$ cat config.mk
export PLATFORM = sky130hd
export DESIGN_NAME = multicycle_ctrl
export DESIGN_NICKNAME = d
export VERILOG_FILES = /design/src/rtl/mips_ctrl_pkg.sv /design/src/rtl/mips_alu_dec.sv /design/src/rtl/multicycle_ctrl.sv
export SDC_FILE = /design/constraint.sdc
export NUM_CORES = 1
export LEC_CHECK = 0
export BUFFER_PORTS_ARGS = -buffer_cell sky130_fd_sc_hd__buf_4
export CAP_MARGIN = 20
export CORE_MARGIN = 8
export CORE_UTILIZATION = 40
export DETAILED_ROUTE_END_ITERATION = 8
export PLACE_DENSITY_LB_ADDON = 0.1
export RECOVER_POWER = 50
export SLEW_MARGIN = 10
export SYNTH_ARGS = -nofsm -noshare
export SYNTH_HDL_FRONTEND = slang
export SYNTH_SLANG_ARGS = --single-unit
export TNS_END_PERCENT = 20
$ cat constraint.sdc
create_clock -name clk -period 4.6 [get_ports clk]
set_input_delay 0.23 -clock clk [delete_from_list [all_inputs] [get_ports clk]]
set_output_delay 0.23 -clock clk [all_outputs]
set_load 0.01 [all_outputs]
$ cat src/rtl/mips_ctrl_pkg.sv
// Shared encodings for the multicycle MIPS control path: states, ALU codes,
// opcode/funct values and datapath mux selects.
package mips_ctrl_pkg;

    localparam int unsigned STATE_W = 4;
    localparam int unsigned OP_W    = 6;
    localparam int unsigned ALU_W   = 3;
    localparam int unsigned SEL_W   = 2;

    typedef enum logic [STATE_W-1:0] {
        S_FETCH   = 4'd0,
        S_DECODE  = 4'd1,
        S_MEMADR  = 4'd2,
        S_MEMRD   = 4'd3,
        S_MEMWB   = 4'd4,
        S_MEMWR   = 4'd5,
        S_EXE_R   = 4'd6,
        S_ALUWB_R = 4'd7,
        S_EXE_I   = 4'd8,
        S_ALUWB_I = 4'd9,
        S_BRANCH  = 4'd10,
        S_JUMP    = 4'd11
    } state_t;

    localparam logic [ALU_W-1:0] ALU_ADD = 3'b000;
    localparam logic [ALU_W-1:0] ALU_SUB = 3'b001;
    localparam logic [ALU_W-1:0] ALU_AND = 3'b010;
    localparam logic [ALU_W-1:0] ALU_OR  = 3'b011;
    localparam logic [ALU_W-1:0] ALU_SLT = 3'b100;
    localparam logic [ALU_W-1:0] ALU_SLL = 3'b101;
    localparam logic [ALU_W-1:0] ALU_LUI = 3'b110;

    localparam logic [OP_W-1:0] OP_RTYPE = 6'h00;
    localparam logic [OP_W-1:0] OP_J     = 6'h02;
    localparam logic [OP_W-1:0] OP_JAL   = 6'h03;
    localparam logic [OP_W-1:0] OP_BEQ   = 6'h04;
    localparam logic [OP_W-1:0] OP_ADDIU = 6'h09;
    localparam logic [OP_W-1:0] OP_ORI   = 6'h0D;
    localparam logic [OP_W-1:0] OP_LUI   = 6'h0F;
    localparam logic [OP_W-1:0] OP_LW    = 6'h23;
    localparam logic [OP_W-1:0] OP_SW    = 6'h2B;

    localparam logic [OP_W-1:0] FN_SLL  = 6'h00;
    localparam logic [OP_W-1:0] FN_JR   = 6'h08;
    localparam logic [OP_W-1:0] FN_JALR = 6'h09;
    localparam logic [OP_W-1:0] FN_ADDU = 6'h21;
    localparam logic [OP_W-1:0] FN_SUBU = 6'h23;
    localparam logic [OP_W-1:0] FN_AND  = 6'h24;
    localparam logic [OP_W-1:0] FN_OR   = 6'h25;
    localparam logic [OP_W-1:0] FN_SLT  = 6'h2A;

    localparam logic [SEL_W-1:0] SRCB_B     = 2'b00;
    localparam logic [SEL_W-1:0] SRCB_FOUR  = 2'b01;
    localparam logic [SEL_W-1:0] SRCB_IMM   = 2'b10;
    localparam logic [SEL_W-1:0] SRCB_BRIMM = 2'b11;

    localparam logic [SEL_W-1:0] REGDST_RT = 2'b00;
    localparam logic [SEL_W-1:0] REGDST_RD = 2'b01;
    localparam logic [SEL_W-1:0] REGDST_RA = 2'b10;

    localparam logic [SEL_W-1:0] M2R_ALUOUT = 2'b00;
    localparam logic [SEL_W-1:0] M2R_MDR    = 2'b01;
    localparam logic [SEL_W-1:0] M2R_PC     = 2'b10;

    localparam logic [SEL_W-1:0] PCSRC_ALU    = 2'b00;
    localparam logic [SEL_W-1:0] PCSRC_ALUOUT = 2'b01;
    localparam logic [SEL_W-1:0] PCSRC_JTGT   = 2'b10;
    localparam logic [SEL_W-1:0] PCSRC_REG    = 2'b11;

endpackage

$ cat src/rtl/mips_alu_dec.sv
// ALU operation and immediate-extension decode from op/funct.
module mips_alu_dec
    import mips_ctrl_pkg::*;
(
    input  logic [5:0] op,
    input  logic [5:0] funct,
    output logic [2:0] alu_ctrl,
    output logic       ext_op
);

    // R-type ops select by funct, I-type ops by opcode
    always_comb begin
        alu_ctrl = ALU_ADD;
        ext_op   = 1'b0;
        if (op == OP_RTYPE) begin
            case (funct)
                FN_SUBU: alu_ctrl = ALU_SUB;
                FN_AND:  alu_ctrl = ALU_AND;
                FN_OR:   alu_ctrl = ALU_OR;
                FN_SLT:  alu_ctrl = ALU_SLT;
                FN_SLL:  alu_ctrl = ALU_SLL;
                default: alu_ctrl = ALU_ADD;
            endcase
        end else begin
            case (op)
                OP_ORI:   alu_ctrl = ALU_OR;
                OP_LUI:   alu_ctrl = ALU_LUI;
                OP_ADDIU: begin
                    alu_ctrl = ALU_ADD;
                    ext_op   = 1'b1;
                end
                default:  alu_ctrl = ALU_ADD;
            endcase
        end
    end

endmodule

$ cat src/rtl/multicycle_ctrl.sv
// Control FSM for the multicycle MIPS datapath. Outputs follow the current
// state plus the same-cycle mem_ready/zero inputs, so they are combinational.
module multicycle_ctrl
    import mips_ctrl_pkg::*;
#(
    parameter int unsigned MEM_WAIT_EN = 1
) (
    input  logic       clk,
    input  logic       reset,
    input  logic [5:0] op,
    input  logic [5:0] funct,
    input  logic       zero,
    input  logic       mem_ready,
    output logic       pc_write,
    output logic       iord,
    output logic       mem_read,
    output logic       mem_write,
    output logic       ir_write,
    output logic       reg_write,
    output logic [1:0] reg_dst,
    output logic [1:0] mem_to_reg,
    output logic       ext_op,
    output logic       alu_src_a,
    output logic [1:0] alu_src_b,
    output logic [2:0] alu_ctrl,
    output logic [1:0] pc_src,
    output logic       instr_done,
    output logic       illegal,
    output logic [3:0] state
);

    state_t     st;
    state_t     nxt;
    logic       ready;
    logic [2:0] dec_alu;
    logic       dec_ext;
    logic       is_rtype;

    mips_alu_dec u_alu_dec (
        .op       (op),
        .funct    (funct),
        .alu_ctrl (dec_alu),
        .ext_op   (dec_ext)
    );

    assign ready    = (MEM_WAIT_EN == 0) ? 1'b1 : mem_ready;
    assign is_rtype = (op == OP_RTYPE);
    assign state    = STATE_W'(st);

    // State register
    always_ff @(posedge clk) begin
        if (reset) st <= S_FETCH;
        else       st <= nxt;
    end

    // Next state and per-state datapath controls; all forced idle during reset
    always_comb begin
        nxt        = st;
        pc_write   = 1'b0;
        iord       = 1'b0;
        mem_read   = 1'b0;
        mem_write  = 1'b0;
        ir_write   = 1'b0;
        reg_write  = 1'b0;
        reg_dst    = REGDST_RT;
        mem_to_reg = M2R_ALUOUT;
        ext_op     = 1'b0;
        alu_src_a  = 1'b0;
        alu_src_b  = SRCB_B;
        alu_ctrl   = ALU_ADD;
        pc_src     = PCSRC_ALU;
        instr_done = 1'b0;
        illegal    = 1'b0;
        case (st)
            S_FETCH: begin
                mem_read  = 1'b1;
                alu_src_b = SRCB_FOUR;
                ir_write  = ready;
                pc_write  = ready;
                if (ready) nxt = S_DECODE;
            end
            S_DECODE: begin
                alu_src_b = SRCB_BRIMM;
                ext_op    = 1'b1;
                case (op)
                    OP_LW, OP_SW:             nxt = S_MEMADR;
                    OP_ORI, OP_ADDIU, OP_LUI: nxt = S_EXE_I;
                    OP_BEQ:                   nxt = S_BRANCH;
                    OP_J, OP_JAL:             nxt = S_JUMP;
                    OP_RTYPE: begin
                        case (funct)
                            FN_ADDU, FN_SUBU, FN_AND, FN_OR, FN_SLT, FN_SLL:
                                nxt = S_EXE_R;
                            FN_JR, FN_JALR:
                                nxt = S_JUMP;
                            default: begin
                                illegal = 1'b1;
                                nxt     = S_FETCH;
                            end
                        endcase
                    end
                    default: begin
                        illegal = 1'b1;
                        nxt     = S_FETCH;
                    end
                endcase
            end
            S_MEMADR: begin
                alu_src_a = 1'b1;
                alu_src_b = SRCB_IMM;
                ext_op    = 1'b1;
                nxt       = (op == OP_SW) ? S_MEMWR : S_MEMRD;
            end
            S_MEMRD: begin
                iord     = 1'b1;
                mem_read = 1'b1;
                if (ready) nxt = S_MEMWB;
            end
            S_MEMWB: begin
                reg_write  = 1'b1;
                mem_to_reg = M2R_MDR;
                instr_done = 1'b1;
                nxt        = S_FETCH;
            end
            S_MEMWR: begin
                iord       = 1'b1;
                mem_write  = 1'b1;
                instr_done = ready;
                if (ready) nxt = S_FETCH;
            end
            S_EXE_R: begin
                alu_src_a = 1'b1;
                alu_ctrl  = dec_alu;
                nxt       = S_ALUWB_R;
            end
            S_ALUWB_R: begin
                reg_write  = 1'b1;
                reg_dst    = REGDST_RD;
                instr_done = 1'b1;
                nxt        = S_FETCH;
            end
            S_EXE_I: begin
                alu_src_a = 1'b1;
                alu_src_b = SRCB_IMM;
                alu_ctrl  = dec_alu;
                ext_op    = dec_ext;
                nxt       = S_ALUWB_I;
            end
            S_ALUWB_I: begin
                reg_write  = 1'b1;
                instr_done = 1'b1;
                nxt        = S_FETCH;
            end
            S_BRANCH: begin
                alu_src_a  = 1'b1;
                alu_ctrl   = ALU_SUB;
                pc_src     = PCSRC_ALUOUT;
                pc_write   = zero;
                instr_done = 1'b1;
                nxt        = S_FETCH;
            end
            S_JUMP: begin
                pc_write   = 1'b1;
                instr_done = 1'b1;
                nxt        = S_FETCH;
                if (is_rtype) begin
                    pc_src = PCSRC_REG;
                    if (funct == FN_JALR) begin
                        reg_write  = 1'b1;
                        reg_dst    = REGDST_RD;
                        mem_to_reg = M2R_PC;
                    end
                end else begin
                    pc_src = PCSRC_JTGT;
                    if (op == OP_JAL) begin
                        reg_write  = 1'b1;
                        reg_dst    = REGDST_RA;
                        mem_to_reg = M2R_PC;
                    end
                end
            end
            default: nxt = S_FETCH;
        endcase
        if (reset) begin
            pc_write   = 1'b0;
            iord       = 1'b0;
            mem_read   = 1'b0;
            mem_write  = 1'b0;
            ir_write   = 1'b0;
            reg_write  = 1'b0;
            reg_dst    = REGDST_RT;
            mem_to_reg = M2R_ALUOUT;
            ext_op     = 1'b0;
            alu_src_a  = 1'b0;
            alu_src_b  = SRCB_B;
            alu_ctrl   = ALU_ADD;
            pc_src     = PCSRC_ALU;
            instr_done = 1'b0;
            illegal    = 1'b0;
        end
    end

endmodule
==> impl_metrics.csv, run 1 <==
group,metric,value,unit
power_and_ir_drop,finalPower,158,uW
finish,layout.cells.non_filler,215,
clock_network,cts_resized,0,
global_route,grt-ovfl-total,0,
power_and_ir_drop,powerDensity,128,mW/mm^2
critical_path,path_class,"flip-flop to primary output",
floorplan,die_w,65.7,microns
sta,max_freq,0.400,GHz
critical_path,critPathArrivalTime,2.27,ns
critical_path,cp-end-kind,"primary output",
worst_hold_path,hold-path-cell-count,2,
clock_network,cts-root-buf,"clkbuf_4",
logic_synthesis,async_flop_share,0,
floorplan,coreArea,0.00241,sq mm
floorplan,io_pins,41,
clock_network,clk_pin_slew,0.04,ns
power_and_ir_drop,ir_worst_vdd,0.0000994,V
logic_synthesis,synth-seq-cells,4,
logic_synthesis,yosys_most_used_dff,"dfxtp_1",
power_and_ir_drop,p_leak,0.457,nW
sta,slew_viol_final,0,
drt,wirelength,3280,microns
finish,drive_gt1_frac,0.205,
critical_path,worstPathMaxFanout,23,
sta,min_period_over_period,0.543,
logic_synthesis,yosysWarnings,0,
critical_path,rr_worst_depth,5,
logic_synthesis,synth_commonest_cells,"22 x nor2_1, 11 x a21oi_1, 11 x nand2_1, 9 x o21ai_0, 8 x clkbuf_1",
finish,ff_latch_area,80.1,sq um
global_route,grtUsageTotal,0.149,
logic_synthesis,synth_area,988,sq um
floorplan,fp-row-count,18,
outcome,outcome,"complete, no violations",
clock_network,clk_latency,0.23,ns
finish,fin_nets,203,
global_route,grt_max_degree,24,
floorplan,die-area,0.00432,sq mm
finish,multi_input_area,817,sq um
clock_network,numClockSinks,4,
critical_path,worst_ep_required_time,4.37,ns
finish,largest_register_ffs,4,
logic_synthesis,synth.top_cell.area_share,0.0835,
critical_path,start_kind,"flip-flop",
drt,wl_per_cell,15.3,microns
drt,drcViolationCount,0,
job,maxCapViolCount,0,
global_route,antenna_found_initial,0,
sta,finalHoldViolCount,0,
clock_network,postCtsSetupBuffers,0,
clock_network,cts_buffers,3,
drt,dr.pass1.iters,4,
floorplan,die_h,65.7,microns
logic_synthesis,synth.largest_area_cell,"nor2_1",
sta,skew,0.00643,ns
finish,fillers,255,
sta,period_minus_slack,2.50,ns
drt,final_antenna_net_count,0,
drt,vias_per_cell,6.16,
logic_synthesis,synth.most_common_cell,"nor2_1",
sta,whs,0.285,ns
logic_synthesis,ys_types,48,
clock_network,hold_buffers,0,
placed_design,gp_congestion,0.885,
placed_design,numPortBuffers,40,
clock_network,clk_path_buf_depth,2,
sta,tns,0,ns
logic_synthesis,ys_seq_area_frac,0.0810,
logic_synthesis,synth.avg_cell_area,6.34,sq um
logic_synthesis,yosys-top-cells-area,"nor2_1 8.4%, dfxtp_1 8.1%, a21oi_1 5.6%",
drt,vias,1324,
floorplan,start_util,0.410,
sta,slew_headroom,0.539,
placed_design,hpwl,2550,microns
finish,diodes,0,
finish,area_growth,24.9,%
drt,drt_first_iter_violations,69,
sta,setup_violations,0,
logic_synthesis,postSynthCellCount,156,
global_route,grt_pass1_wl,5410,microns
worst_hold_path,hp-class,"input port to flip-flop",
clock_network,cts_tree,"done",
global_route,grt_pass1_vias,1176,
clock_network,htreeDepth,1,
sta,rsz0062_at_grt,"false",
logic_synthesis,syn_nets,172,
placed_design,dp.cells,212,
finish,final_util,0.512,
logic_synthesis,synth-edff-count,0,
sta,worst_slew_pin_slew,0.681,ns
==> through the flow <==
step	instance area [sq um]	setup WS, ns
after CTS	1280	2.26
after detailed placement	1260	2.53
final	1230	2.10
after floorplan	988	2.80
after global routing	1230	1.90
after global placement	1260	2.60
==> final cells by class <==
| class | count | share of cell area |
|---|---|---|
| clock buffer | 3 | 0.0182 |
| inverter | 5 | 0.0152 |
| multi-input combinational | 133 | 0.662 |
| sequential | 4 | 0.0648 |
| tap | 30 | 0.0304 |
| timing repair buffer | 40 | 0.210 |
==> critical path, cell delays in order (launching register included) <==
cell,delay [ns]
dfxtp_1,0.74
nor4b_1,0.64
nand2b_1,0.11
a2111oi_0,0.35
buf_4,0.19
==> routing by layer <==
layer / vias up / GRT usage / wire (microns)
met1: 610 / 0.189 / 1430
li1: 648 / - / -
met3: 6 / 0.0323 / 215
met4: 0 / 0.0490 / 48
met5: - / 0 / 0
met2: 60 / 0.240 / 1590
==> worst paths after layout <==
path / slack [ns] / end / startpoint
hold reg to reg: 0.86 / state[3] / state[3]
hold / removal: 0.28 / state[3] / reset
setup reg to reg: 2.38 / state[0] / state[0]
setup / recovery: 2.10 / illegal / state[0]
==> layout by cell type, fill, tap and decap left out, drive strengths merged, types with 2 or more instances in the layout <==
cell type / count
a21oi: 12
buf: 29
a2111oi: 2
and2: 3
nand3: 3
nand3b: 2
nor4: 5
nand2b: 4
o32a: 3
clkbuf: 14
a211oi: 5
nand4: 2
nor4bb: 2
dfxtp: 4
nor3: 6
nor2b: 6
mux2i: 2
a31oi: 4
inv: 5
o21ai: 10
o22ai: 2
and4b: 2
nor2: 22
nor4b: 3
and3: 3
nand2: 11
nor3b: 3
o31ai: 2
==> cells by family after synthesis <==
family | after synthesis | share of synthesized area
AOI/OAI and AO/OA | 47 | 0.318
muxes | 2 | 0.0203
and+or+nand+nor | 82 | 0.477
xor gates and xnor gates | 2 | 0.0177
buffers and inverters | 19 | 0.0861
DFF | 4 | 0.0810
==> power by group <==
| part | total, mW | leakage [nW] | internal, mW | switching [mW] |
|---|---|---|---|---|
| clock | 0.0429 | 0.0138 | 0.0291 | 0.0138 |
| combinational | 0.0731 | 0.410 | 0.0327 | 0.0405 |
| sequential | 0.0424 | 0.0325 | 0.0361 | 0.00626 |
| total | 0.158 | 0.457 | 0.0979 | 0.0605 |
No activity file was read; power rests on OpenSTA's default activity.
==> run 2: changes to the inputs <==
- clock period: 4.6 -> 2.59 ns (I/O delays scaled with it)
==> run 2 against run 1 <==
Cell count up 0.47%. Global-route usage is 0.49 points lower. Hold slack lost 0.11 ns. Highest routed layer unchanged. Register-to-register slack got worse by 1.8 ns. Cell area grew 1.1%. Sequential share of layout area decreased by 0.072 points. Largest cell class unchanged. Clock power rose by 85%.
==> impl_metrics.csv, run 2 (same netlist as run 1, synthesis figures left out) <==
group,metric,value,unit
clock_network,cts-root-buf,"clkbuf_4",
drt,drcViolationCount,0,
global_route,antenna_found_initial,0,
critical_path,rr_worst_depth,6,
floorplan,fp-row-count,18,
finish,diodes,0,
sta,min_period_over_period,0.857,
floorplan,io_pins,41,
global_route,grtUsageTotal,0.144,
drt,wl_per_cell,15.3,microns
critical_path,rr_startpoint,"state[0]",
global_route,grtUsageMet2,0.230,
global_route,grt_max_degree,21,
critical_path,ff2ff_setup_slack,0.55,ns
finish,largest_register_ffs,4,
finish,design_area,0.00125,sq mm
critical_path,worstSetupEndpoint,"ext_op",
floorplan,start_util,0.410,
global_route,busiest_layer,"met2",
clock_network,cts_resized,0,
clock_network,postCtsSetupBuffers,0,
placed_design,pre_cts_ws,0.780,ns
power_and_ir_drop,p_leak,0.464,nW
floorplan,die_h,65.7,microns
placed_design,gp_congestion,0.867,
sta,slew_headroom,0.601,
finish,layout_common_cells,"30 x buf_4, 22 x nor2_1, 11 x nand2_1, 11 x a21oi_1, 11 x clkbuf_1",
critical_path,path_class,"flip-flop to primary output",
sta,tns,0,ns
global_route,grt_pass1_vias,1173,
drt,final_antenna_net_count,0,
global_route,use_met1,0.184,
critical_path,reg2reg_to,"state[0]",
drt,vias_per_cell,6.16,
placed_design,numPortBuffers,40,
sta,max_freq,0.451,GHz
critical_path,critPathArrivalTime,2.09,ns
critical_path,worstPathMaxFanout,16,
job,maxCapViolCount,0,
finish,fin_nets,204,
global_route,use_met3,0.0357,
critical_path,worst_ep_required_time,2.46,ns
drt,vias,1330,
clock_network,clk_path_buf_depth,2,
floorplan,die_w,65.7,microns
clock_network,clk_latency,0.24,ns
drt,dr.pass1.iters,5,
sta,rsz0062_at_grt,"false",
clock_network,numClockSinks,4,
sta,worst_slew_pin_slew,0.598,ns
clock_network,htreeDepth,1,
outcome,outcome,"complete, no violations",
finish,layout_commonest_cell,"buf_4",
critical_path,start_kind,"flip-flop",
sta,period_minus_slack,2.22,ns
worst_hold_path,hp-class,"input port to flip-flop",
power_and_ir_drop,powerDensity,231,mW/mm^2
critical_path,cp-end-kind,"primary output",
clock_network,cts_tree,"done",
sta,setup_violations,0,
power_and_ir_drop,ir_worst_vdd,0.000234,V
critical_path,startpoint,"state[0]",
placed_design,hpwl,2550,microns
clock_network,cts_buffers,3,
clock_network,clk_pin_slew,0.04,ns
global_route,grt-ovfl-total,0,
sta,worst_slack,0.371,ns
finish,drive_gt1_frac,0.215,
clock_network,hold_buffers,0,
global_route,grt_pass1_wl,5220,microns
floorplan,coreArea,0.00241,sq mm
sta,slew_viol_final,0,
drt,drt_first_iter_violations,77,
placed_design,place_area,0.00127,sq mm
sta,skew,0.00109,ns
sta,finalHoldViolCount,0,
finish,area_growth,26.3,%
floorplan,die-area,0.00432,sq mm
drt,wirelength,3300,microns
## run 2: stage by stage
stage / hold WS, ns / cells / power, mW / utilization
after CTS: 0.172 / 216 / 0.295 / 0.535
after global placement: 0.417 / 213 / 0.212 / 0.526
final: 0.177 / 216 / 0.288 / 0.518
after detailed placement: 0.420 / 213 / 0.212 / 0.526
after floorplan: 0.325 / 156 / 0.159 / -
after global routing: 0.174 / 216 / 0.313 / 0.518
## run 2: critical path: stages (launching register included)
cell and delay (ns):
dfxtp_1 0.45, clkbuf_1 0.51, nor2b_1 0.21, nand2b_1 0.23, nand2_1 0.09, o21ai_0 0.07
and2_1 0.16, buf_4 0.14
## run 2: cell type report
type                            count  area (sq um)
Fill cell                         250          1160
Multi-Input combinational cell    133           823
Timing Repair Buffer               41           267
Sequential cell                     4          80.1
Tap cell                           30          37.5
Clock buffer                        3          22.5
Inverter                            5          18.8
## run 2: worst min path at each step
stage          startpoint       end  depth (start not counted)
6_report            reset  state[3]                          2
5_1_grt             reset  state[3]                          2
4_1_cts             reset  state[3]                          2
3_5_place_dp        reset  state[3]                          2
3_3_place_gp        reset  state[3]                          2
2_1_floorplan    funct[4]  state[2]                          3
## run 2: power breakdown
part | switching, mW | internal [mW] | total, mW
sequential | 0.00502 | 0.0641 | 0.0691
clock | 0.0275 | 0.0520 | 0.0795
combinational | 0.0789 | 0.0606 | 0.139
total | 0.111 | 0.177 | 0.288
## run 2: metal layers
| metal | vias to the layer above | wire length, microns |
|---|---|---|
| met4 | 0 | 55 |
| met3 | 6 | 196 |
| met1 | 608 | 1480 |
| met2 | 67 | 1570 |
| li1 | 649 | - |
| met5 | - | 0 |
==> run 3: changes to the inputs <==
- CELL_PAD_IN_SITES_DETAIL_PLACEMENT: unset -> 0
- CELL_PAD_IN_SITES_GLOBAL_PLACEMENT: unset -> 1
- CORE_UTILIZATION: 40 -> 32
- GPL_ROUTABILITY_DRIVEN: unset -> 0
- clock period: 2.59 -> 2.3 ns (I/O delays scaled with it)
==> run 3 against run 2 <==
Non-clock buffer count grew 2. Worst setup slack lost 0.16 ns. Sequential power grew 9.3%. Sequential cell count is the same. Cell area grew 1.5%. Power grew 14%. Core utilization shrank 9.6 points. Critical endpoint unchanged. Largest cell class unchanged. Largest power group unchanged.
==> impl_metrics.csv, run 3 (same netlist as run 1, synthesis figures left out) <==
group,metric,value,unit
finish,ff_latch_area,80.1,sq um
clock_network,clk_path_buf_depth,2,
critical_path,rr_startpoint,"state[2]",
sta,worst_slew_pin_slew,0.544,ns
clock_network,postCtsSetupBuffers,0,
finish,area_growth,28.2,%
finish,final_util,0.422,
power_and_ir_drop,ir_worst_vdd,0.000104,V
sta,min_period_over_period,0.908,
global_route,grt_pass1_wl,6040,microns
drt,drcViolationCount,0,
drt,vias,1304,
critical_path,reg2reg_to,"state[0]",
critical_path,worstSetupEndpoint,"ext_op",
floorplan,die-area,0.00512,sq mm
clock_network,clk_pin_slew,0.04,ns
floorplan,coreArea,0.00300,sq mm
finish,largest_register_ffs,4,
sta,slew_viol_final,0,
global_route,grt_pass1_vias,1257,
floorplan,die_h,71.6,microns
clock_network,htreeDepth,1,
critical_path,start_kind,"flip-flop",
sta,skew,0.00273,ns
global_route,grtUsageTotal,0.139,
power_and_ir_drop,p_leak,0.474,nW
sta,period_minus_slack,2.09,ns
critical_path,cp-end-kind,"primary output",
clock_network,hold_buffers,0,
drt,vias_per_cell,5.90,
sta,rsz0062_at_grt,"false",
clock_network,cts_tree,"done",
clock_network,cts-root-buf,"clkbuf_4",
sta,tns,0,ns
critical_path,path_class,"flip-flop to primary output",
drt,wl_per_cell,16.3,microns
power_and_ir_drop,powerDensity,260,mW/mm^2
placed_design,hpwl,2900,microns
finish,fillers,348,
global_route,antenna_found_initial,0,
critical_path,startpoint,"state[1]",
critical_path,ff2ff_setup_slack,0.50,ns
floorplan,die_w,71.6,microns
floorplan,fp-row-count,20,
sta,slew_headroom,0.637,
global_route,grt-ovfl-total,0,
critical_path,worstPathMaxFanout,12,
finish,layout_commonest_cell,"buf_4",
floorplan,start_util,0.329,
critical_path,critPathArrivalTime,1.97,ns
sta,whs,0.173,ns
finish,drive_gt1_frac,0.223,
sta,finalHoldViolCount,0,
outcome,outcome,"complete, no violations",
global_route,grt_max_degree,18,
critical_path,rr_worst_depth,5,
placed_design,numPortBuffers,40,
drt,wirelength,3600,microns
floorplan,io_pins,41,
clock_network,cts_resized,0,
finish,multi_input_area,823,sq um
power_and_ir_drop,finalPower,329,uW
finish,layout_common_cells,"32 x buf_4, 22 x nor2_1, 11 x nand2_1, 11 x a21oi_1, 11 x clkbuf_1",
finish,diodes,0,
sta,setup_violations,0,
drt,dr.pass1.iters,4,
clock_network,numClockSinks,4,
worst_hold_path,hp-class,"input port to flip-flop",
sta,max_freq,0.479,GHz
job,maxCapViolCount,0,
critical_path,worst_ep_required_time,2.18,ns
clock_network,clk_latency,0.24,ns
drt,final_antenna_net_count,0,
clock_network,cts_buffers,3,
finish,fin_nets,206,
drt,drt_first_iter_violations,68,
run 3: cell types whose count changed in the layout (fill, tap and decap cells not counted), sizes merged:
cell	change
buf	+2
run 3: worst max-delay path: stages, from the launching register on:
cell	delay, ns
dfxtp_1	0.47
clkbuf_1	0.42
nand2b_1	0.20
nand2b_1	0.10
nand2_1	0.10
o21ai_0	0.12
and2_1	0.18
buf_4	0.14
run 3: routing by layer:
metal / routed length [microns] / vias up / global-route usage
li1: - / 655 / -
met1: 1590 / 583 / 0.169
met2: 1680 / 56 / 0.234
met3: 254 / 10 / 0.0293
met4: 70 / 0 / 0.0476
met5: 0 / - / 0
run 3: cell type report:
cell class / count / area share
repair buffers: 43 / 0.222
multi-input cells: 133 / 0.650
flip-flops and latches: 4 / 0.0632
well taps: 33 / 0.0326
clock buffers: 3 / 0.0178
inverters: 5 / 0.0148
run 3: where the power goes:
part,internal [mW],total (mW),switching (mW)
Combinational,0.0717,0.167,0.0956
Sequential,0.0722,0.0755,0.00326
Clock,0.0583,0.0866,0.0282
run 3: how the worst min path moves through the flow:
stage,startpoint,end,slack [ns],cells after the start
2_1_floorplan,funct[4],state[2],0.31,3
3_3_place_gp,reset,state[3],0.42,2
3_5_place_dp,reset,state[3],0.42,2
4_1_cts,reset,state[3],0.17,2
5_1_grt,reset,state[1],0.19,2
6_report,reset,state[3],0.17,2
run 3: through the flow:
step	worst slack, ns	cell area (sq um)	std cells
final	0.210	1270	221
after global routing	0.0191	1270	221
after CTS	0.237	1310	221
after detailed placement	0.486	1290	218
after global placement	0.561	1290	218
after floorplan	0.611	988	156
